`src/rtl/jump_charge_pkg.sv`:
```
// Shared constants for the jump-button charge stage; the game FSM's jump
// scaling also uses JUMP_MAX_DEF.
package jump_charge_pkg;

   typedef enum logic [1:0] {
      ST_IDLE     = 2'd0,
      ST_CHARGE   = 2'd1,
      ST_COOLDOWN = 2'd2
   } state_e;

   localparam int JUMP_MAX_DEF = 40;

   function automatic logic [7:0] sat_inc(input logic [7:0] v, input logic [7:0] lim);
      return (v >= lim) ? lim : v + 8'd1;
   endfunction

endpackage

```
`src/rtl/jump_charge_btn_debounce.sv`:
```
// Push-button synchroniser plus stable-count debouncer. Also intended for
// the restart button.
module btn_debounce #(
   parameter int SYNC_STAGES = 2,
   parameter int DB_CYCLES   = 4
) (
   input  logic clk,
   input  logic restart,
   input  logic btn,
   output logic btn_db
);

   localparam int CW = (DB_CYCLES > 1) ? $clog2(DB_CYCLES + 1) : 1;

   logic [SYNC_STAGES-1:0] sync_q;
   logic [CW-1:0]          cnt_q;
   logic                   db_q;
   logic                   btn_s;

   assign btn_s  = sync_q[SYNC_STAGES-1];
   assign btn_db = db_q;

   always_ff @(posedge clk) begin
      if (restart) begin
         sync_q <= '0;
         cnt_q  <= '0;
         db_q   <= 1'b0;
      end else begin
         sync_q <= {sync_q[SYNC_STAGES-2:0], btn};
         // The level flips only after DB_CYCLES consecutive disagreeing samples.
         if (btn_s != db_q) begin
            if (cnt_q == CW'(DB_CYCLES - 1)) begin
               db_q  <= btn_s;
               cnt_q <= '0;
            end else begin
               cnt_q <= cnt_q + CW'(1);
            end
         end else begin
            cnt_q <= '0;
         end
      end
   end

endmodule

```
`src/rtl/jump_charge.sv`:
```
// Jump button -> saturating hold-time charge on jump_dist_o, followed by a
// forced-zero cooldown so the game FSM always sees a clean end-of-jump.
module jump_charge
   import jump_charge_pkg::*;
#(
   parameter int SYNC_STAGES = 2,
   parameter int DB_CYCLES   = 4,
   parameter int RATE_LOG2   = 3,
   parameter int JUMP_MAX    = JUMP_MAX_DEF,
   parameter int COOL_CYCLES = 4
) (
   input  logic       clk,
   input  logic       restart,
   input  logic       btn_i,
   input  logic       enable_i,
   output logic [7:0] jump_dist_o,
   output logic       charging_o,
   output logic       released_o,
   output logic [7:0] last_jump_o
);

   localparam int            HOLD = SYNC_STAGES + DB_CYCLES;
   localparam int            HW   = $clog2(HOLD + 1);
   localparam int            CLW  = $clog2(COOL_CYCLES);
   localparam int            PW   = (RATE_LOG2 > 0) ? RATE_LOG2 : 1;
   localparam logic [PW-1:0] PMAX = PW'((1 << RATE_LOG2) - 1);
   localparam logic [7:0]    JMAX = 8'(JUMP_MAX);

   logic           btn_db;
   state_e         state_q;
   logic [7:0]     jd_q, last_q;
   logic           charging_q, released_q, armed_q, db_prev_q;
   logic [PW-1:0]  presc_q;
   logic [CLW-1:0] cool_q;
   logic [HW-1:0]  hold_q;

   btn_debounce #(
      .SYNC_STAGES (SYNC_STAGES),
      .DB_CYCLES   (DB_CYCLES)
   ) u_db (
      .clk     (clk),
      .restart (restart),
      .btn     (btn_i),
      .btn_db  (btn_db)
   );

   always_ff @(posedge clk) begin
      if (restart) begin
         state_q    <= ST_IDLE;
         jd_q       <= '0;
         last_q     <= '0;
         charging_q <= 1'b0;
         released_q <= 1'b0;
         armed_q    <= 1'b0;
         db_prev_q  <= 1'b0;
         presc_q    <= '0;
         cool_q     <= '0;
         hold_q     <= '0;
      end else begin
         db_prev_q  <= btn_db;
         released_q <= 1'b0;
         if (hold_q != HW'(HOLD)) hold_q <= hold_q + HW'(1);
         case (state_q)
            ST_IDLE: begin
               // The debouncer restarts low, so a button held through restart
               // would look released; only arm once the pipeline has refilled.
               if (!btn_db && hold_q == HW'(HOLD)) armed_q <= 1'b1;
               if (armed_q && enable_i && btn_db && !db_prev_q) begin
                  state_q    <= ST_CHARGE;
                  jd_q       <= 8'd1;
                  presc_q    <= '0;
                  charging_q <= 1'b1;
               end
            end
            ST_CHARGE: begin
               if (!btn_db) begin
                  state_q    <= ST_COOLDOWN;
                  jd_q       <= '0;
                  last_q     <= jd_q;
                  released_q <= 1'b1;
                  charging_q <= 1'b0;
                  armed_q    <= 1'b0;
                  cool_q     <= '0;
               end else begin
                  presc_q <= (presc_q == PMAX) ? '0 : presc_q + PW'(1);
                  if (presc_q == PMAX) jd_q <= sat_inc(jd_q, JMAX);
               end
            end
            ST_COOLDOWN: begin
               if (cool_q == CLW'(COOL_CYCLES - 1)) state_q <= ST_IDLE;
               else                                 cool_q  <= cool_q + CLW'(1);
            end
            default: state_q <= ST_IDLE;
         endcase
      end
   end

   assign jump_dist_o = jd_q;
   assign charging_o  = charging_q;
   assign released_o  = released_q;
   assign last_jump_o = last_q;

endmodule

```
`config.mk`:
```
export PLATFORM = sky130hd
export DESIGN_NAME = jump_charge
export DESIGN_NICKNAME = d
export VERILOG_FILES = /design/src/rtl/jump_charge_pkg.sv /design/src/rtl/jump_charge_btn_debounce.sv /design/src/rtl/jump_charge.sv
export SDC_FILE = /design/constraint.sdc
export NUM_CORES = 1
export LEC_CHECK = 0
export ABC_CLOCK_PERIOD_IN_PS = 3150
export CORE_MARGIN = 3
export CORE_UTILIZATION = 60
export CTS_CLUSTER_DIAMETER = 60
export DETAILED_ROUTE_END_ITERATION = 6
export DONT_BUFFER_PORTS = 1
export PLACE_DENSITY = 0.76
export REMOVE_ABC_BUFFERS = 1
export SLEW_MARGIN = 20
export SYNTH_ARGS = -nofsm -noshare
export SYNTH_HDL_FRONTEND = slang
export SYNTH_SLANG_ARGS = --single-unit
```
`constraint.sdc`:
```
create_clock -name clk -period 3.15 [get_ports clk]
set_input_delay 0.63 -clock clk [delete_from_list [all_inputs] [get_ports clk]]
set_output_delay 0.63 -clock clk [all_outputs]
set_load 0.02 [all_outputs]
```
# Yosys cells after proc, flatten, opt, wreduce, memory -nomap -nowiden
# Cells that the tools add are included.
[totals]
ff_bits = 36
ram_bits = 0
romBits = 0
memories = 0
wordCells = 78
latch_bits = 0
[op_classes]
n_mux = 22
bitwise = 3
mul = 0
shifts = 0
n_lt_le_gt_ge = 1
addsub = 5
n_reduce_logical = 19
eq_ne = 15
div_mod_pow = 0
[op_table]
columns = ["operator", "count"]
rows = [
  ["$mux 8", 4],
  ["$reduce_and 3->1", 6],
  ["$pmux 8 s2", 1],
  ["$mux 2", 5],
  ["$ne 2x2->1 const B", 5],
  ["$add 3x1->3 const B", 3],
  ["$mux 3", 3],
  ["$add 8x1->8 const B", 1],
  ["$ge 8x6->1 const B", 1],
  ["$eq 3x3->1 const B", 2],
  ["$ne 3x3->1 const B", 2],
  ["$pmux 2 s3", 1],
  ["$pmux 3 s2", 1],
  ["$eq 2x2->1 const B", 2],
  ["$logic_and 1x1->1", 4],
  ["$mux 1", 4],
  ["$pmux 1 s2", 2],
  ["$pmux 2 s2", 1],
  ["$reduce_and 2->1", 2],
  ["$reduce_bool 2->1", 2],
  ["$eq 3x2->1 const B", 1],
  ["$not 1->1", 3],
  ["$reduce_or 3->1", 1],
  ["$add 2x1->2 const B", 1],
  ["6 further kinds", 7],
]

# Longest topological paths before layout
# Gate-level depths: netlist of the first run.
[depth]
depth_word = 5
mapped_depth = 7

# Cells and area by module
# From an unflattened synthesis of the first run, not the netlist that was laid out.
[unflattened]
cells_unflattened = 167
area_unflattened_um2 = 1525.2
[by_module_without_submodules]
columns = ["mod", "cells_per_inst", "area_each_um2", "n_inst"]
rows = [
  ["jump_charge", 150, 1313.8, 1],
  ["btn_debounce", 17, 211.5, 1],
]

# Worst setup path before layout of the first run
# No wires, ideal clock.
[synth_timing]
kind = "input port to flip-flop"
from = "input port enable_i"
to = "register jd_q[0] (netlist: jump_dist_o[0])"
required_time_ns = 3.062
t_arrival_ns = 1.532
setup_time_ns = 0.088
path_stages = 5
path_slack_ns = 1.530
path_cell_list = "nand4b_2 > a221oi_2 > buf_4 > nor2_1 > a311oi_2"
[synth_via]
elab_chain_cells = 5
[synth_lines]
columns = ["item", "line_no", "source"]
rows = [
  ["from (decl)", "jump_charge.sv:15", "input logic enable_i,"],
  ["$logic_and 1x1->1 (3 in series)", "jump_charge.sv:68", "if (armed_q && enable_i && btn_db && !db_prev_q) begin"],
  ["$ne 2x2->1 (no source line)", "n/a", ""],
  ["$reduce_and 3->1 (no source line)", "n/a", ""],
  ["to (signal assigned)", "jump_charge.sv:86", "if (presc_q == PMAX) jd_q <= sat_inc(jd_q, JMAX);"],
  ["to (decl)", "jump_charge.sv:31", "logic [7:0] jd_q, last_q;"],
]
# Every way passes these cells.
# A chain may end at the register's enable or synchronous reset.

# Worst setup path after layout of the first run
[layout_timing]
from = "register u_db.db_q (netlist: u_db.btn_db)"
to = "register jd_q[3] (netlist: jump_dist_o[3])"
[layout_via]
elab_chain_cells = 4
[layout_lines]
columns = ["item", "line_no", "source"]
rows = [
  ["from (decl)", "jump_charge_btn_debounce.sv:17", "logic db_q;"],
  ["from (signal assigned)", "jump_charge_btn_debounce.sv:33", "db_q <= btn_s;"],
  ["$logic_and 1x1->1 (2 in series)", "jump_charge.sv:68", ""],
  ["$ne 2x2->1 (no source line)", "n/a", ""],
  ["$reduce_and 3->1 (no source line)", "n/a", ""],
]
# Several ways; a longest one is shown, not always the timed one.

==> results.txt, run 1 <==
The startpoint of the tightest hold check path is restart. The initial core utilization came out at 0.659. The clock skew is 0.0169 ns. The worst setup path is captured at a flip-flop. The total of flip-flops plus latches after synthesis is 36. Of the total synthesized cell area, the portion taken by AND, OR, NAND and NOR gates is 0.242. The final cell area excluding filler cells is 0.00157 mm^2. The launching instance or port of the critical path is u_db.btn_db$_SDFFE_PP0P_. The number of global-route vias before repair came out at 1137. The count of clock tree sinks came out at 36. sky130_fd_sc_hd__dfxtp_1 takes more of the synthesized area than any other cell. The total die area came out at 0.00319 mm^2.

Setup repair after global routing left no endpoint under its margin. The global-route usage over all layers is 0.191. The diode insertion count for antenna repair came out at 0. The startpoint identified for the worst register-to-register timing path is u_db.btn_db$_SDFFE_PP0P_. After synthesis, the mean cell area works out to 8.73 um^2.

The placeable core region came out at 0.00232 mm^2. Entering global routing, the biggest net connects 35 pins. The post-cts gate resize count is 0. In the global route stage, met1 resource usage came out at 0.222. The worst setup path is launched from a flip-flop.

The number of instances in the synthesized netlist came out at 175. The mapped cell area is 0.00153 mm^2. The total negative slack for setup checks is 0 ns. In this run the power spent charging and discharging nets is 0.000160 W. The Yosys warning count is 0. The xor and xnor area share after synthesis is 0.0115. Of the total power, registers draw 0.652. The synthesized netlist contains 34 unique library cells. Of the total power, the share spent switching nets is 0.225. The slowest stage of the critical path belongs to the cell sky130_fd_sc_hd__a221oi_2. The count of endpoints failing hold in the final timing report came out at 0. The arrival time at the worst endpoint came out at 2.38 ns. The total leakage power is 0.592 nW. The post-route clock period utilization came out at 0.667. The residual antenna-violating net count after detailed routing is 0.

After clock tree synthesis, the clock-pin slew on the worst setup and hold paths is 0.11 ns. The number of port buffers is 0. The number of remaining DRC errors came out at 0. Of the total power, the clock network draws 0.331. The aggregate global routing overflow is 0. The share of total power dissipated in combinational logic is 0.017. The vertical die dimension is 56.5 um. The flow ran to the end, and the final reports show no timing, DRC or antenna violations. The total number of vias came out at 1154. After detailed placement, the total cell area comes to 0.00152 mm^2.

The main combinational cell family by area after synthesis is simple AND/OR/NAND/NOR gates. The sequential cell area fraction in the yosys report came out at 0.472. For this design the ratio of total power to cell area is 453 mW/mm^2.

The total number of placement rows is 17. The share of cell area taken by muxes after synthesis is 0.00655. The number of H-tree branching levels came out at 2.

The share of cells above drive strength 1 is 0.0751. The transition time at the pin with the least slew margin came out at 0.836 ns. The biggest cell delay along the critical path is 0.76 ns.

The worst supply voltage drop on vdd came out at 0.000435 V. The iteration-0 DRC count of the detailed router came out at 39. After the last flow step, the layout net total stands at 185. The relative slew slack is 0.443.

The routed design has 2790 um of wire. The met3 track demand over resource in global routing came out at 0.0782. Traced cell by cell, the critical path runs through nand4b_2 > a221oi_2 > a21oi_1 > a211oi_2. The maximum net fanout on the critical path came out at 14. Max-cap violations in this run came to 0.

The smallest clock period supported by the final layout is computed as 2.10 ns. The longest clock path from root to sink contains 2 buffers. The HPWL after detailed placement came out at 1940 um.

The fraction of synthesized cell area taken by the top area cell type came out at 0.472. The synthesized-area fraction occupied by ao, oa, aoi and oai cells came to 0.148. The first-pass GRT wire length came out at 4790 um. The worst setup path is of the reg2reg kind. The die outline width is 56.5 um.

The hold buffer count at CTS is 0. Sorting the synthesized cells by area gives the leading types as sky130_fd_sc_hd__dfxtp_1 47%, sky130_fd_sc_hd__ha_1 7.4%, sky130_fd_sc_hd__a21oi_1 5.9%. The number of buffers added for setup after CTS is 0. The number of antenna violations at the first check in global routing came out at 0. The CTS tree is yes. The mean routed wirelength per cell came out at 13.9 um.

The maximum clock frequency is 0.476 GHz. The worst endpoint required time came out at 3.42 ns. The via-per-instance ratio came out at 5.74. The max-slew violation total from the final report came out at 0. The length of the first detailed-routing pass in iterations came out at 4.

The number of primary I/O pins is 22. The clock latency reported for the late side of the worst-skew pair is 0.34 ns. The area added between synthesis and finish came out at 3.03%.

CTS placed an instance of sky130_fd_sc_hd__clkbuf_4 at the clock tree root. The met2 track demand over resource in global routing came out at 0.299. The worst hold path belongs to the class in2reg. The CTS buffer count is 5.

The peak-usage layer in the global routing report is met2. The weighted congestion at the end of routability-driven global placement is 0.743. Setup violations remaining at the end of the flow were counted as 0. The internal cell power came out at 0.000553 W.

The adder-cell area share of the yosys netlist is 0.0737.
[cell families after synthesis]
group,after synthesis
AO/OA/AOI/OAI,36
XOR/XNOR,2
adder cells (fa/ha/maj),9
buffers and inverters,17
flip-flops,36
multiplexers,1
AND/OR/NAND/NOR,74
[synth_stat cells (all sizes together)]
library cell	n
a211oi	2
a21boi	1
a21oi	18
a221oi	1
a311oi	1
a31oi	2
and2	2
and3	1
and3b	1
buf	4
clkbuf	6
dfxtp	36
ha	9
inv	7
mux2i	1
nand2	21
nand2b	3
nand3	8
nand3b	1
nand4	2
nand4b	5
nor2	19
nor2b	4
nor3	5
o21a	2
o21ai	7
o31ai	1
o41ai	1
or2	1
or3	1
xnor2	2
[worst max-delay path: cells and delay by family (launching register included)]
family / cells / cell delay, ns
flip-flops: 1 / 0.65
AND/OR/NAND/NOR: 1 / 0.22
AO/OA/AOI/OAI: 3 / 1.17
[through the flow]
step,hold slack (ns),power [W],worst slack [ns],std cells,util
2_1_floorplan,0.399,0.000485,1.37,165,-
3_3_place_gp,0.409,0.000486,1.20,193,0.655
3_5_place_dp,0.417,0.000488,1.11,193,0.655
4_1_cts,0.323,0.000724,1.07,201,0.679
5_1_grt,0.311,0.000747,0.901,201,0.679
6_report,0.340,0.000713,1.05,201,0.679
[cells in the final DEF, fill, tap and decap left out, types with 4 or more instances in the layout]
cell type                  instances
sky130_fd_sc_hd__nand4b_1          4
sky130_fd_sc_hd__a21oi_1          18
sky130_fd_sc_hd__ha_1              9
sky130_fd_sc_hd__nand3_1           8
sky130_fd_sc_hd__nor3_1            5
sky130_fd_sc_hd__nor2_1           19
sky130_fd_sc_hd__nor2b_1           4
sky130_fd_sc_hd__clkbuf_4          5
sky130_fd_sc_hd__dfxtp_1          36
sky130_fd_sc_hd__o21ai_0           7
sky130_fd_sc_hd__inv_1             7
sky130_fd_sc_hd__nand2_1          21
[layout make-up]
cell class	instances	area, um^2
clock buffers	5	37.5
clock inverters	3	18.8
fillers	204	744
inverters	7	26.3
multi-input cells	122	736
flip-flops and latches	36	721
well taps	28	35.0
[per-layer routing]
metal	vias to the layer above	wire [um]
met5	-	0
met3	4	140
li1	594	-
met2	24	1300
met1	532	1300
met4	0	38
[registers in the layout (all words and copies together) (netlist names)]
name         count
cool_q           2
hold_q           3
state_q          2
u_db.btn_db      1
jump_dist_o      8
charging_o       1
db_prev_q        1
armed_q          1
u_db.cnt_q       3
last_jump_o      8
presc_q          3
released_o       1
u_db.sync_q      2
[worst paths after layout]
| path | to | slack, ns | depth (start not counted) |
|---|---|---|---|
| max | jump_dist_o[3]$_SDFFE_PP0P_ | 1.05 | 4 |
| min | jump_dist_o[3]$_SDFFE_PP0P_ | 0.34 | 1 |
| max reg2reg | jump_dist_o[3]$_SDFFE_PP0P_ | 1.05 | 4 |
| min reg2reg | u_db.cnt_q[0]$_SDFF_PP0_ | 0.42 | 1 |
[power groups by stage]
stage / combinational, W / clock (W) / sequential [W]
floorplan: 0.0000104 / 0 / 0.000475
global placement: 0.0000112 / 0 / 0.000475
detailed placement: 0.0000121 / 0 / 0.000476
CTS: 0.0000122 / 0.000247 / 0.000465
global route: 0.0000147 / 0.000266 / 0.000466
finish: 0.0000120 / 0.000236 / 0.000465
Note: power is estimated with default switching activity, not from simulation.
==> inputs of run 2 (changes only) <==
--- a/config.mk
+++ b/config.mk
@@ -5,7 +5,7 @@
 export SDC_FILE = /design/constraint.sdc
 export NUM_CORES = 1
 export LEC_CHECK = 0
-export ABC_CLOCK_PERIOD_IN_PS = 3150
+export ABC_CLOCK_PERIOD_IN_PS = 2200
 export CORE_MARGIN = 3
 export CORE_UTILIZATION = 60
 export CTS_CLUSTER_DIAMETER = 60
==> constraint.sdc (replaced) <==
create_clock -name clk -period 2.2 [get_ports clk]
set_input_delay 0.44 -clock clk [delete_from_list [all_inputs] [get_ports clk]]
set_output_delay 0.44 -clock clk [all_outputs]
set_load 0.02 [all_outputs]
==> run 2 against run 1 <==
Via count grew 4.2%. Maximum frequency grew 16%. Core utilization grew 1.2 points. Register-to-register slack lost 0.66 ns. Die area is the same. Highest routed layer unchanged. Sequential cell count is the same. Clock skew shrank 0.0013 ns.
==> results.txt, run 2 (synthesis gave the netlist of run 1 again) <==
The startpoint identified for the worst hold timing path is restart. Of the available clock period, the critical path in the final layout requires 0.823. The die outline width is 56.5 um. The number of cells traversed by the worst register-to-register path is 5. During placement, the flow inserted port buffers numbering 0. Across the routed clock network, the largest skew measured is 0.0155 ns. The transition time at the pin with the least slew margin is 0.523 ns.

The share of total power in sequential cells came out at 0.586. The count of max-cap constraint violations came out at 0. The internal reg-to-reg setup slack is 0.39 ns.

The max-slew violation total from the final report is 0. Of the total power, the share spent switching nets is 0.202. On the worst path, the slowest cell contributes a delay of 0.65 ns. The via-per-instance ratio came out at 5.95. The reg-to-reg startpoint is u_db.btn_db$_SDFFE_PP0P_. CTS saw 36 sinks. Traced cell by cell, the critical path runs through nand4b_2 > a221oi_2 > buf_4 > a21boi_0 > o31ai_1. The power density of the placed cells came out at 710 mW/mm^2. The relative slew slack came out at 0.650. The length of the first detailed-routing pass in iterations is 4. The arrival time at the worst endpoint came out at 2.05 ns. The critical path is of the reg2reg type.

The peak-usage layer in the global routing report is met2. The diode insertion count for antenna repair came out at 0. The endpoint kind of the worst setup timing path is a flip-flop. The run finished with clean final reports. The worst hold path terminates at jump_dist_o[3]$_SDFFE_PP0P_. The number of global-route vias before repair came to 1120. Measured on the finished design, the core utilization comes to 0.691. The HPWL after detailed placement came out at 1960 um. The internal cell power came out at 0.000907 W. The number of H-tree branching levels came out at 2. The number of remaining DRC errors came out at 0.

The global-route usage over all layers came out at 0.200. The weighted congestion at the end of routability-driven global placement came out at 0.745. The clock-pin slew of the registers on the worst-case setup and hold paths is 0.12 ns. After clock tree synthesis, the flow added hold-fix buffers numbering 0. The count of cells along the worst hold path came out at 1. The power after layout came out at 0.00114 W. The placeable core region came out at 0.00232 mm^2.

In the global route stage, met2 resource usage came out at 0.323. The clock latency reported for the late side of the worst-skew pair is 0.34 ns. The vertical die dimension came out at 56.5 um. The worst setup slack after placement is 0.426 ns. The total die area is 0.00319 mm^2.

Among all stages on the critical path, the largest delay is contributed by sky130_fd_sc_hd__dfxtp_1. The final setup slack of the worst path came out at 0.390 ns. The maximum net fanout on the critical path came out at 14. The final layout contains routed wiring with a total length of 2970 um.

The maximum number of pins on one net before global-route repair came out at 35. Leaving out fill and tap cells, the most frequent cells in the layout are 36 x sky130_fd_sc_hd__dfxtp_1, 21 x sky130_fd_sc_hd__nand2_1, 19 x sky130_fd_sc_hd__nor2_1. Compared with the post-synthesis result, the final layout area differs by 4.83%. Of the total power, combinational logic draws 0.015.

Setup repair after global routing left no endpoint under its margin. Once the clock tree was built, the setup fixing pass inserted 0 buffers. The first-pass GRT wire length is 5080 um.

For this run, the post-layout net count is 186. The aggregate global routing overflow is 0. STA classifies the critical path startpoint as a flip-flop. The mean routed wirelength per cell is 14.7 um. The initial core utilization is 0.659.

The worst endpoint required time is 2.44 ns. The global-route track usage on met1 is 0.240. The final cell area excluding filler cells is 0.00160 mm^2. The library cell used most frequently in the layout, excluding fill and tap cells, is sky130_fd_sc_hd__dfxtp_1. The floorplan has 17 rows. The maximum count of clock buffers along a single path came out at 2.

The number of antenna violations at the first check in global routing came out at 0. The CTS buffer count is 5. The count of endpoints failing hold in the final timing report came to 0. The total leakage power came out at 0.605 nW. The residual antenna-violating net count after detailed routing is 0. TritonCTS built the clock tree. The post-cts gate resize count came out at 0. For this block, the initial DRC count from the detailed router was 28. For this run, global-route usage on met3 was measured as 0.0759. The worst-case IR drop observed on VDD is 0.000582 V.

The post-place instance area came out at 0.00153 mm^2. The minimum period implied by the final worst setup slack came out at 1.81 ns. The maximum clock frequency came out at 0.553 GHz.

The number of primary I/O pins came out at 22. The total negative slack for setup checks came out at 0 ns. The tree is rooted in a sky130_fd_sc_hd__clkbuf_4. The filler cell count in the final layout came out at 205.

The type of the most critical hold path is in2reg. The relative contribution of the clock network to total power is 0.399. The endpoint identified for the worst register-to-register timing path is jump_dist_o[4]$_SDFFE_PP0P_. The net switching power figure is 0.000229 W. The share of cells above drive strength 1 came out at 0.0747. The total number of vias came out at 1202. Setup violations remaining at the end of the flow were counted as 0.
run 2: power by group through the flow:
stage	registers (W)	logic [W]	clock network, W
2_1_floorplan	0.000679	0.0000148	0
4_1_cts	0.000666	0.0000180	0.000464
3_3_place_gp	0.000680	0.0000160	0
5_1_grt	0.000668	0.0000215	0.000493
3_5_place_dp	0.000681	0.0000180	0
6_report	0.000666	0.0000173	0.000453
run 2: how the worst max path moves through the flow:
stage	from	to	slack [ns]	depth (start not counted)
after global routing	u_db.btn_db$_SDFFE_PP0P_	jump_dist_o[4]$_SDFFE_PP0P_	0.16	5
final	u_db.btn_db$_SDFFE_PP0P_	jump_dist_o[4]$_SDFFE_PP0P_	0.39	5
after floorplan	u_db.btn_db$_SDFFE_PP0P_	jump_dist_o[3]$_SDFFE_PP0P_	0.46	4
after CTS	u_db.btn_db$_SDFFE_PP0P_	jump_dist_o[4]$_SDFFE_PP0P_	0.40	5
after global placement	u_db.btn_db$_SDFFE_PP0P_	jump_dist_o[4]$_SDFFE_PP0P_	0.54	5
after detailed placement	u_db.btn_db$_SDFFE_PP0P_	jump_dist_o[4]$_SDFFE_PP0P_	0.43	5
run 2: layout make-up:
cell class	count	area [um^2]	area share
Inverter	7	26.3	0.0164
Timing Repair Buffer	1	7.51	0.00469
Sequential cell	36	721	0.450
Clock inverter	2	35.0	0.0219
Multi-Input combinational cell	122	736	0.459
Clock buffer	6	41.3	0.0258
Tap cell	28	35.0	0.0219
run 2: critical path, delay by kind of cell (launching register included):
family	cells	cell delay, ns
AOI/OAI and AO/OA	3	0.61
buffers and inverters	1	0.22
DFF	1	0.65
and+or+nand+nor	1	0.24
run 2: metrics by stage:
step                hold slack [ns]  cells
floorplan                     0.399    165
global placement              0.409    194
detailed placement            0.425    194
CTS                           0.135    202
global route                  0.123    202
finish                        0.154    202
run 2: per-layer routing:
metal | share of wire | vias to the layer above | routed length (um)
li1 | - | 596 | -
met1 | 0.44 | 566 | 1320
met2 | 0.48 | 34 | 1430
met3 | 0.060 | 6 | 179
met4 | 0.014 | 0 | 42
met5 | 0 | - | 0
